`src/rtl/pe_array_pkg.sv`:
```
// ---------------------------------------------------------------------------
// pe_array_pkg
//  Shared types and helpers for the pe_array_nxn systolic matrix multiplier.
//   state_t : controller states (IDLE, LOAD, FLUSH, DRAIN)
//   acc_w() : default accumulator width for a DIM x DIM array of WIDTH-bit
//             operands: full product width, plus log2(DIM) bits of growth,
//             plus one guard bit.
// ---------------------------------------------------------------------------
package pe_array_pkg;

    typedef enum logic [1:0] {
        IDLE  = 2'd0,
        LOAD  = 2'd1,
        FLUSH = 2'd2,
        DRAIN = 2'd3
    } state_t;

    function automatic int acc_w(input int dim, input int width);
        return 2 * width + $clog2(dim) + 1;
    endfunction

endpackage

```
`src/rtl/pe_mac_cell.sv`:
```
// ---------------------------------------------------------------------------
// pe_mac_cell
//  One grid point of the output-stationary systolic array. A values move one
//  cell to the right per clock and B values one cell down per clock, each with
//  a valid tag. The local accumulator adds a*b when both incoming tags are set.
//
//  Build option: PE_ARRAY_SIGNED_EN
//   defined   -> operands are two's complement, product sign-extended
//   undefined -> operands unsigned, product zero-extended
//
//  Ports
//   clk      in   clock, rising edge
//   rst_n    in   asynchronous active-low reset
//   clr_i    in   synchronous accumulator clear (wins over accumulate)
//   a_i      in   A operand from the left neighbour / skew chain
//   a_vld_i  in   valid tag for a_i
//   b_i      in   B operand from the upper neighbour / skew chain
//   b_vld_i  in   valid tag for b_i
//   a_o      out  registered A forwarded to the right
//   a_vld_o  out  registered A tag forwarded to the right
//   b_o      out  registered B forwarded downwards
//   b_vld_o  out  registered B tag forwarded downwards
//   acc_o    out  accumulator value
// ---------------------------------------------------------------------------
module pe_mac_cell
    import pe_array_pkg::*;
#(
    parameter int WIDTH = 8,
    parameter int ACC_W = 19
) (
    input  logic             clk,
    input  logic             rst_n,
    input  logic             clr_i,
    input  logic [WIDTH-1:0] a_i,
    input  logic             a_vld_i,
    input  logic [WIDTH-1:0] b_i,
    input  logic             b_vld_i,
    output logic [WIDTH-1:0] a_o,
    output logic             a_vld_o,
    output logic [WIDTH-1:0] b_o,
    output logic             b_vld_o,
    output logic [ACC_W-1:0] acc_o
);

    logic [WIDTH-1:0]   a_q;
    logic               a_vld_q;
    logic [WIDTH-1:0]   b_q;
    logic               b_vld_q;
    logic [ACC_W-1:0]   acc_q;
    logic [ACC_W-1:0]   acc_d;
    logic [2*WIDTH-1:0] prod_full;
    logic [ACC_W-1:0]   prod_ext;

    // Operands are widened to 2*WIDTH before multiplying so the low 2*WIDTH
    // bits of the product are exact in both number systems.
`ifdef PE_ARRAY_SIGNED_EN
    assign prod_full = {{WIDTH{a_i[WIDTH-1]}}, a_i} * {{WIDTH{b_i[WIDTH-1]}}, b_i};
    assign prod_ext  = {{(ACC_W-2*WIDTH){prod_full[2*WIDTH-1]}}, prod_full};
`else
    assign prod_full = {{WIDTH{1'b0}}, a_i} * {{WIDTH{1'b0}}, b_i};
    assign prod_ext  = {{(ACC_W-2*WIDTH){1'b0}}, prod_full};
`endif

    always_comb begin
        acc_d = acc_q;
        if (clr_i) begin
            acc_d = '0;
        end else if (a_vld_i && b_vld_i) begin
            acc_d = acc_q + prod_ext;
        end
    end

    always_ff @(posedge clk or negedge rst_n) begin
        if (!rst_n) begin
            a_q     <= '0;
            a_vld_q <= 1'b0;
            b_q     <= '0;
            b_vld_q <= 1'b0;
            acc_q   <= '0;
        end else begin
            a_q     <= a_i;
            a_vld_q <= a_vld_i;
            b_q     <= b_i;
            b_vld_q <= b_vld_i;
            acc_q   <= acc_d;
        end
    end

    assign a_o     = a_q;
    assign a_vld_o = a_vld_q;
    assign b_o     = b_q;
    assign b_vld_o = b_vld_q;
    assign acc_o   = acc_q;

endmodule

```
`src/rtl/pe_array_nxn.sv`:
```
// ---------------------------------------------------------------------------
// pe_array_nxn
//  DIM x DIM output-stationary systolic matrix multiplier, C = A*B.
//  One k-beat per input handshake carries column k of A and row k of B.
//  Skew triangles diagonalise the beats into the MAC grid; after a fixed
//  flush the C rows are drained one per output handshake. One matrix in
//  flight at a time.
//
//  Build option: PE_ARRAY_SIGNED_EN (two's complement operands when defined,
//  unsigned otherwise).
//
//  Ports
//   clk     in   clock, rising edge
//   rst_n   in   asynchronous active-low reset
//   a_in    in   a_in[i] = A[i][k]
//   b_in    in   b_in[j] = B[k][j]
//   in_val  in   input beat valid
//   in_rdy  out  input beat accepted when in_val && in_rdy
//   c_out   out  c_out[j] = C[c_row][j]
//   c_row   out  row index of c_out
//   c_val   out  output row valid
//   c_rdy   in   output row taken when c_val && c_rdy
//   busy    out  high in any state but IDLE
// ---------------------------------------------------------------------------
module pe_array_nxn
    import pe_array_pkg::*;
#(
    parameter int DIM   = 4,
    parameter int WIDTH = 8,
    parameter int ACC_W = acc_w(DIM, WIDTH)
) (
    input  logic                      clk,
    input  logic                      rst_n,
    input  logic [DIM-1:0][WIDTH-1:0] a_in,
    input  logic [DIM-1:0][WIDTH-1:0] b_in,
    input  logic                      in_val,
    output logic                      in_rdy,
    output logic [DIM-1:0][ACC_W-1:0] c_out,
    output logic [$clog2(DIM)-1:0]    c_row,
    output logic                      c_val,
    input  logic                      c_rdy,
    output logic                      busy
);

    localparam int CW         = $clog2(DIM);
    localparam int FW         = $clog2(2 * DIM);
    // Last product lands 2*DIM-2 cycles after the final beat; one extra cycle
    // of flush gives margin before the rows are exposed.
    localparam int FLUSH_LAST = 2 * DIM - 2;

    state_t        state_q, state_d;
    logic [CW-1:0] kcnt_q, kcnt_d;
    logic [FW-1:0] fcnt_q, fcnt_d;
    logic [CW-1:0] row_q, row_d;
    logic          in_rdy_q;
    logic          acc_clr;
    logic          in_fire;

    assign in_fire = in_val && in_rdy_q;

    // ------------------------------------------------------------------ FSM
    always_comb begin
        state_d = state_q;
        kcnt_d  = kcnt_q;
        fcnt_d  = fcnt_q;
        row_d   = row_q;
        acc_clr = 1'b0;
        case (state_q)
            IDLE: begin
                if (in_fire) begin
                    state_d = LOAD;
                    kcnt_d  = CW'(1);
                end
            end
            LOAD: begin
                if (in_fire) begin
                    if (kcnt_q == CW'(DIM - 1)) begin
                        state_d = FLUSH;
                        kcnt_d  = '0;
                        fcnt_d  = '0;
                    end else begin
                        kcnt_d = kcnt_q + 1'b1;
                    end
                end
            end
            FLUSH: begin
                if (fcnt_q == FW'(FLUSH_LAST)) begin
                    state_d = DRAIN;
                    fcnt_d  = '0;
                    row_d   = '0;
                end else begin
                    fcnt_d = fcnt_q + 1'b1;
                end
            end
            DRAIN: begin
                if (c_rdy) begin
                    if (row_q == CW'(DIM - 1)) begin
                        state_d = IDLE;
                        row_d   = '0;
                        acc_clr = 1'b1;
                    end else begin
                        row_d = row_q + 1'b1;
                    end
                end
            end
            default: state_d = IDLE;
        endcase
    end

    // in_rdy is registered from the next state so that it reads 0 while in
    // reset and only rises on the first clock after release.
    always_ff @(posedge clk or negedge rst_n) begin
        if (!rst_n) begin
            state_q  <= IDLE;
            kcnt_q   <= '0;
            fcnt_q   <= '0;
            row_q    <= '0;
            in_rdy_q <= 1'b0;
        end else begin
            state_q  <= state_d;
            kcnt_q   <= kcnt_d;
            fcnt_q   <= fcnt_d;
            row_q    <= row_d;
            in_rdy_q <= (state_d == IDLE) || (state_d == LOAD);
        end
    end

    assign in_rdy = in_rdy_q;
    assign c_val  = (state_q == DRAIN);
    assign busy   = (state_q != IDLE);
    assign c_row  = row_q;

    // ------------------------------------------------------- skew triangles
    // Lane i of A and lane j of B are delayed by i and j cycles respectively.
    // Non-accepted cycles travel as bubbles with a zero tag.
    logic [WIDTH-1:0] a_sk   [DIM];
    logic             a_sk_v [DIM];
    logic [WIDTH-1:0] b_sk   [DIM];
    logic             b_sk_v [DIM];

    genvar gi, gj;
    generate
        for (gi = 0; gi < DIM; gi++) begin : g_skew
            if (gi == 0) begin : g_direct
                assign a_sk[gi]   = a_in[gi];
                assign a_sk_v[gi] = in_fire;
                assign b_sk[gi]   = b_in[gi];
                assign b_sk_v[gi] = in_fire;
            end else begin : g_delay
                logic [WIDTH-1:0] a_dly_q [gi];
                logic [WIDTH-1:0] b_dly_q [gi];
                logic [gi-1:0]    a_tag_q;
                logic [gi-1:0]    b_tag_q;

                always_ff @(posedge clk or negedge rst_n) begin
                    if (!rst_n) begin
                        for (int d = 0; d < gi; d++) begin
                            a_dly_q[d] <= '0;
                            b_dly_q[d] <= '0;
                        end
                        a_tag_q <= '0;
                        b_tag_q <= '0;
                    end else begin
                        a_dly_q[0] <= a_in[gi];
                        b_dly_q[0] <= b_in[gi];
                        a_tag_q[0] <= in_fire;
                        b_tag_q[0] <= in_fire;
                        for (int d = 1; d < gi; d++) begin
                            a_dly_q[d] <= a_dly_q[d-1];
                            b_dly_q[d] <= b_dly_q[d-1];
                            a_tag_q[d] <= a_tag_q[d-1];
                            b_tag_q[d] <= b_tag_q[d-1];
                        end
                    end
                end

                assign a_sk[gi]   = a_dly_q[gi-1];
                assign a_sk_v[gi] = a_tag_q[gi-1];
                assign b_sk[gi]   = b_dly_q[gi-1];
                assign b_sk_v[gi] = b_tag_q[gi-1];
            end
        end
    endgenerate

    // ------------------------------------------------------------ MAC grid
    logic [WIDTH-1:0] a_h  [DIM][DIM];
    logic             a_hv [DIM][DIM];
    logic [WIDTH-1:0] b_v  [DIM][DIM];
    logic             b_vv [DIM][DIM];
    logic [ACC_W-1:0] acc_g [DIM][DIM];

    generate
        for (gi = 0; gi < DIM; gi++) begin : g_row
            for (gj = 0; gj < DIM; gj++) begin : g_col
                logic [WIDTH-1:0] a_fwd;
                logic             a_fwd_v;
                logic [WIDTH-1:0] b_fwd;
                logic             b_fwd_v;

                if (gj == 0) begin : g_a_entry
                    assign a_h[gi][gj]  = a_sk[gi];
                    assign a_hv[gi][gj] = a_sk_v[gi];
                end
                if (gi == 0) begin : g_b_entry
                    assign b_v[gi][gj]  = b_sk[gj];
                    assign b_vv[gi][gj] = b_sk_v[gj];
                end

                pe_mac_cell #(
                    .WIDTH (WIDTH),
                    .ACC_W (ACC_W)
                ) u_cell (
                    .clk     (clk),
                    .rst_n   (rst_n),
                    .clr_i   (acc_clr),
                    .a_i     (a_h[gi][gj]),
                    .a_vld_i (a_hv[gi][gj]),
                    .b_i     (b_v[gi][gj]),
                    .b_vld_i (b_vv[gi][gj]),
                    .a_o     (a_fwd),
                    .a_vld_o (a_fwd_v),
                    .b_o     (b_fwd),
                    .b_vld_o (b_fwd_v),
                    .acc_o   (acc_g[gi][gj])
                );

                // Forward links; cells on the right/bottom edge have nowhere
                // to send their operands.
                if (gj < DIM - 1) begin : g_a_link
                    assign a_h[gi][gj+1]  = a_fwd;
                    assign a_hv[gi][gj+1] = a_fwd_v;
                end else begin : g_a_edge
                    logic [WIDTH:0] a_edge_unused;
                    assign a_edge_unused = {a_fwd_v, a_fwd};
                end
                if (gi < DIM - 1) begin : g_b_link
                    assign b_v[gi+1][gj]  = b_fwd;
                    assign b_vv[gi+1][gj] = b_fwd_v;
                end else begin : g_b_edge
                    logic [WIDTH:0] b_edge_unused;
                    assign b_edge_unused = {b_fwd_v, b_fwd};
                end
            end
        end
    endgenerate

    // ------------------------------------------------------------- row mux
    generate
        for (gj = 0; gj < DIM; gj++) begin : g_cout
            assign c_out[gj] = acc_g[row_q][gj];
        end
    endgenerate

endmodule

```
`config.mk`:
```
export PLATFORM = sky130hd
export DESIGN_NAME = pe_array_nxn
export DESIGN_NICKNAME = d
export VERILOG_FILES = /design/src/rtl/pe_array_pkg.sv /design/src/rtl/pe_mac_cell.sv /design/src/rtl/pe_array_nxn.sv
export SDC_FILE = /design/constraint.sdc
export NUM_CORES = 2
export LEC_CHECK = 0
export CAP_MARGIN = 20
export CORE_MARGIN = 1
export CORE_UTILIZATION = 60
export DETAILED_ROUTE_END_ITERATION = 8
export GPL_TIMING_DRIVEN = 0
export HOLD_SLACK_MARGIN = 0.03
export PLACE_DENSITY = 0.76
export SYNTH_ARGS = -nofsm -noshare
export SYNTH_HDL_FRONTEND = slang
export SYNTH_SLANG_ARGS = --single-unit
```
`constraint.sdc`:
```
create_clock -name clk -period 10.7 [get_ports clk]
set_input_delay 1.605 -clock clk [delete_from_list [all_inputs] [get_ports clk]]
set_output_delay 1.605 -clock clk [all_outputs]
set_load 0.01 [all_outputs]
```
# Word-level counts from Yosys, hierarchy flattened
# Index checks and enable logic that the tools add are counted.
# classes
n_bitwise	1
muxes	57
n_eq_ne	12
order_cmp	1
multipliers	16
n_addsub	19
n_reduce_logical	38
# ops
cell	count
$mux W19	32
$add A19 B16 Y19	16
$mul A8 B8 Y16	16
$bmux W76 S2	1
$mux W76	2
$reduce_bool A2 Y1	19
$mux W2	12
$logic_and A1 B1 Y1	13
$mux W3	3
$reduce_and A3 Y1	3
$eq A2 B2 Y1 const B	4
$pmux W2 S2	2
$pmux W2 S4	1
$ne A2 B1 Y1 const B	3
$pmux W3 S2	1
$add A2 B1 Y2 const B	2
$eq A2 B1 Y1 const B	2
$logic_not A2 Y1	2
$ne A2 B2 Y1 const B	2
$add A3 B1 Y3 const B	1
$eq A3 B3 Y1 const B	1
$ge A3 B3 Y1 const B	1
$mux W1	3
$not A2 Y3	1
$logic_or A1 B1 Y1	1
# word_totals
regBits	628
out_inout_bits	81
word_cells	221
inputBits	68

# Logic depth before layout (Yosys ltp)
# logic_depth
word_depth	6
mapped_depth	19
depth_no_buf	18

# By module
# A second synthesis with hierarchy kept.
# hier_totals
cells_unflattened	6792
area_unflattened_um2	66742.8
# modules_own_cells
module	seq_area_each_um2	cells_per_inst	area_each_um2	instances
pe_mac_cell at g_row[1].g_col[0].u_cell ...	925.9	401	3816.2	7
pe_mac_cell at g_row[0].g_col[0].u_cell ...	925.9	423	3982.6	4
pe_mac_cell at g_row[3].g_col[0].u_cell ...	925.9	401	3808.7	4
pe_array_nxn	2727.6	249	4844.6	1
pe_mac_cell at g_row[2].g_col[3].u_cell	925.9	440	4020.1	1

# Worst setup path after synthesis
# OpenSTA, ideal clock, no wires.
# synth_timing
path_kind	input port to flip-flop
from	in b_in[0] (netlist name)
to	reg g_row[0].g_col[0].u_cell.acc_q[13]
arrival_time_ns	5.713
setup_slack_ns	4.868
required_ns	10.581
n_path_buf	1
setup_time_ns	0.119
stages	18
path_cell_list	clkbuf_1 nand2_1 fa_1 inv_1 fa_1 fa_1 inv_1 fa_1 inv_1 ha_1 a21oi_1 o21ai_1 a2111oi_4 nor2_1 a21o_1 a211oi_1 o31ai_1 and2_1
# synth_between
elab_chain_len	4
# synth_rtl
item	line_no	source
start, declared	pe_array_nxn.sv:35	input logic [DIM-1:0][WIDTH-1:0] b_in,
$mul A8 B8 Y16	pe_mac_cell.sv:60	assign prod_full = {{WIDTH{1'b0}}, a_i} * {{WIDTH{1'b0}}, b_i};
$add A19 B16 Y19	pe_mac_cell.sv:69	acc_d = acc_q + prod_ext;
$mux W19	pe_mac_cell.sv:68	end else if (a_vld_i && b_vld_i) begin
$mux W19	pe_mac_cell.sv:66	if (clr_i) begin
end signal, assigned	pe_mac_cell.sv:79	acc_q <= '0;
end signal, assigned	pe_mac_cell.sv:85	acc_q <= acc_d;
end, declared	pe_mac_cell.sv:49	logic [ACC_W-1:0] acc_q;
# Every way passes these cells. The select of a mux whose other input is x is not followed.
# A chain may end at the register's enable or synchronous reset.

# Final worst setup path
# layout_timing
from	in b_in[0] (netlist name)
to	reg g_row[0].g_col[0].u_cell.acc_q[17]
# The elaborated chain is that of the path after synthesis.

==> metrics.cfg <==
[run_status]
status = finished, final reports clean

[routing]
drt_pass1_iterations = 6
wl_per_cell_um = 20.5
ant_nets = 0
avgViaCountPerCell = 5.63
drtIter0Drc = 2717
drcViolationCount = 0
dr_total_vias = 46300
wl_um = 168000

[worst_setup_path]
crit_family = adder cells
path_cells = clkdlybuf4s50_1, clkbuf_1, nand2_1, fa_1, inv_1, fa_1, fa_1, inv_1, fa_1, inv_1, ha_1, a21oi_1, o21ai_1, a2111oi_4, o32ai_1, a221oi_2, xnor2_1, nand2_1, a21oi_1
crit_top_cell = fa_1
arrival_ps = 6770
path_buf_inv = 5
critPathCaptureType = flip-flop
crit_fanout = 8
crit_path_top_delay_cell = fa_1
worstPathRequired_ps = 11270
startpoint_type = primary input
criticalPathCategory = primary input to flip-flop
critical_path.max_stage_delay_ps = 560

[floorplan]
boundaryPins = 149
fp.coreArea_um2 = 104000
initial_core_util_pct = 60.9
num_rows = 118
die_h_um = 327
die_w_um = 327
dieArea_um2 = 107000

[clocking]
clockRootBuffer = clkbuf_16
post_cts_buffers = 0
clock_sinks = 608
path_clk_slew_ps = 70
cts_tree = yes
worstSkewPairLatency_ps = 650
cts.htree.levels = 3
numCtsBuffers = 72
cts-resized-gates = 0
clock_path_buffers = 3
hold_buffers = 0

[sta]
rsz0062_at_grt = false
skew_ps = 28.5
clock.fmax_ghz = 0.161
slew_viol_final = 0
finalSetupViolations = 0
worst_slew_pin_slew_ps = 1230
min_period_over_period_pct = 57.9
holdWs_ps = 337
hold_viol = 0
slew_headroom_pct = 17.7
min_period_ps = 6200
tns_ps = 0

[grt]
grt_max_degree = 118
grt_usage_pct = 32.9
grt_overflow_total = 0
grt_pass1_vias = 49300
grt_pass1_wl_um = 271000
antenna_found_initial = 7

[run]
drv_cap = 0

[yosys]
avgSynthCellArea_um2 = 9.69
synthArstFlopShare_pct = 100
synth_warnings = 0
synth_cells = 6557
yosysTopAreaCellShare_pct = 25.2
synth-edff-count = 0
ys_ff_latch = 608
syn-num-nets = 8083
syn-cell-area_um2 = 63500
synth-main-ff-cell = dfrtp_1
synthDistinctLibCells = 75
yosys.area.top_type = fa_1
yosysSeqAreaShare_pct = 24.0
synthTopCellsByArea = fa_1 (25%), dfrtp_1 (24%), ha_1 (13%), inv_1 (9.2%), and2_1 (5.6%)

[final_layout]
drive_gt1_share_pct = 3.98
fin_nets = 8315
multi_input_area_um2 = 41900
nFillCells = 8293
regArea_um2 = 15200
syn2layout_area_growth_pct = 9.37
layout.cells.non_filler = 8223
fin_util_pct = 66.6

[placement]
place_congestion = 0.975
dp_cells = 8092
portBuffers = 148
hpwl_um = 137000

[hold_path]
hold_class = flip-flop to flip-flop

==> placed cells by master, fill, tap and decap left out, drive strengths merged, types with 182 or more instances in the layout <==
cell type	count
clkbuf	190
fa	800
mux2i	182
a21oi	205
and2	566
nor2	341
inv	1566
nand2	598
ha	658
dfrtp	608
==> final cells by class <==
class                   count  area share, %
multi-input cells        4258           60.3
flip-flops and latches    608           21.9
inverters                1559           8.42
clock buffers              96           2.96
well taps                1380           2.49
repair buffers            158           2.45
plain buffers             132          0.771
clock inverters            31          0.675
diodes                      1        0.00360
==> per-layer routing <==
layer | vias up | part of all wire (%) | GRT usage, %
li1 | 20800 | - | -
met1 | 23500 | 38 | 40.7
met2 | 1542 | 49 | 55.4
met3 | 464 | 6.8 | 5.58
met4 | 4 | 6.4 | 17.7
met5 | - | 0.017 | 0
==> metrics by stage <==
step	setup slack [ps]	cell area, um2
4_1_cts	4510	69400
6_report	4500	69500
3_5_place_dp	3840	66900
3_3_place_gp	-19350	66700
2_1_floorplan	4870	63500
5_1_grt	4210	69500
==> cells in the mapped netlist (4+ instances only) <==
master     instances
o21ai_1           39
or2_2              4
nor3_1            26
a41oi_1            6
buf_1              6
nand3b_1           4
mux2i_1          182
clkbuf_1          94
o21a_1            34
fa_1             800
o22ai_1            6
dfrtp_1          608
a2111oi_2          6
nor4_1             5
ha_1             658
a21oi_2            4
a211oi_2           6
o31ai_1           12
nand4_1           10
and4_1             4
nand3_1           43
or3_1              8
nor2b_1           16
nor2_1           341
a31oi_1           25
nand2_1          598
a21oi_1          201
a21o_1            84
nand2b_1          16
a31o_2             4
and3_1            19
xor2_1            71
a211oi_1          66
o21ai_0          111
xnor2_1          119
o21bai_1          22
and2_1           565
buf_2             32
mux4_2            76
inv_1           1558
o211ai_1          13
a211o_1            5
nor3b_1            7
==> sequential cells by signal, summed over array words and instances, names as in the netlist <==
| signal | flops |
|---|---|
| g_row.g_col.u_cell.acc_o | 304 |
| g_row.g_col.u_cell.a_o | 96 |
| g_row.g_col.u_cell.b_o | 96 |
| g_skew.g_delay.a_dly_q | 32 |
| g_skew.g_delay.b_dly_q | 32 |
| a_h | 16 |
| b_sk | 16 |
| fcnt_q | 3 |
| g_row.g_col.u_cell.b_vld_o | 3 |
| c_row | 2 |
| g_skew.g_delay.b_tag_q | 2 |
| kcnt_q | 2 |
| state_q | 2 |
| g_skew.g_delay.a_tag_q | 1 |
| in_rdy | 1 |
==> cells by family (layout without fill, tap and decap cells) <==
| logic type | after synthesis | after routing | share of synthesized area [%] |
|---|---|---|---|
| buffers and inverters | 1691 | 1976 | 10.1 |
| and+or+nand+nor | 1675 | 1675 | 12.7 |
| adders and majority gates | 1458 | 1458 | 38.2 |
| AOI/OAI and AO/OA | 675 | 675 | 6.86 |
| DFF | 608 | 608 | 24.0 |
| muxes | 260 | 260 | 5.60 |
| xor gates and xnor gates | 190 | 190 | 2.62 |
| other | 0 | 1 | 0 |
==> final timing paths <==
kind / from / to / slack, ps / cells past startpoint
setup / recovery: b_in[0] / g_row[0].g_col[0].u_cell.acc_o[17]$_DFFE_PN0P_ / 4500 / 19
hold / removal: g_skew[3].g_delay.b_dly_q[14]$_DFF_PN0_ / b_sk[6]$_DFF_PN0_ / 340 / 0
setup reg to reg: g_row[1].g_col[3].u_cell.b_o[0]$_DFF_PN0_ / g_row[2].g_col[3].u_cell.acc_o[18]$_DFFE_PN0P_ / 5390 / 18
hold reg to reg: g_skew[3].g_delay.b_dly_q[14]$_DFF_PN0_ / b_sk[6]$_DFF_PN0_ / 340 / 0
max in group asynchronous: rst_n / g_row[2].g_col[0].u_cell.acc_o[12]$_DFFE_PN0P_ / 8210 / 3
min in group asynchronous: rst_n / g_row[3].g_col[3].u_cell.acc_o[3]$_DFFE_PN0P_ / 980 / 1
==> worst register-to-register path, cell delays in order (launching register included) <==
cell	delay, ps
dfrtp_1	350
clkbuf_1	320
nand2_1	150
fa_1	530
inv_1	60
fa_1	490
fa_1	560
inv_1	50
fa_1	500
inv_1	50
ha_1	370
nand2_1	120
o31ai_1	590
a311oi_2	220
nor2_1	200
o21ai_1	150
o22ai_1	280
xnor2_1	160
nor2_1	60
Power is left out: the tool's default activity adds up to more than one toggle a clock period on the data nets, which glitch-free logic cannot reach.
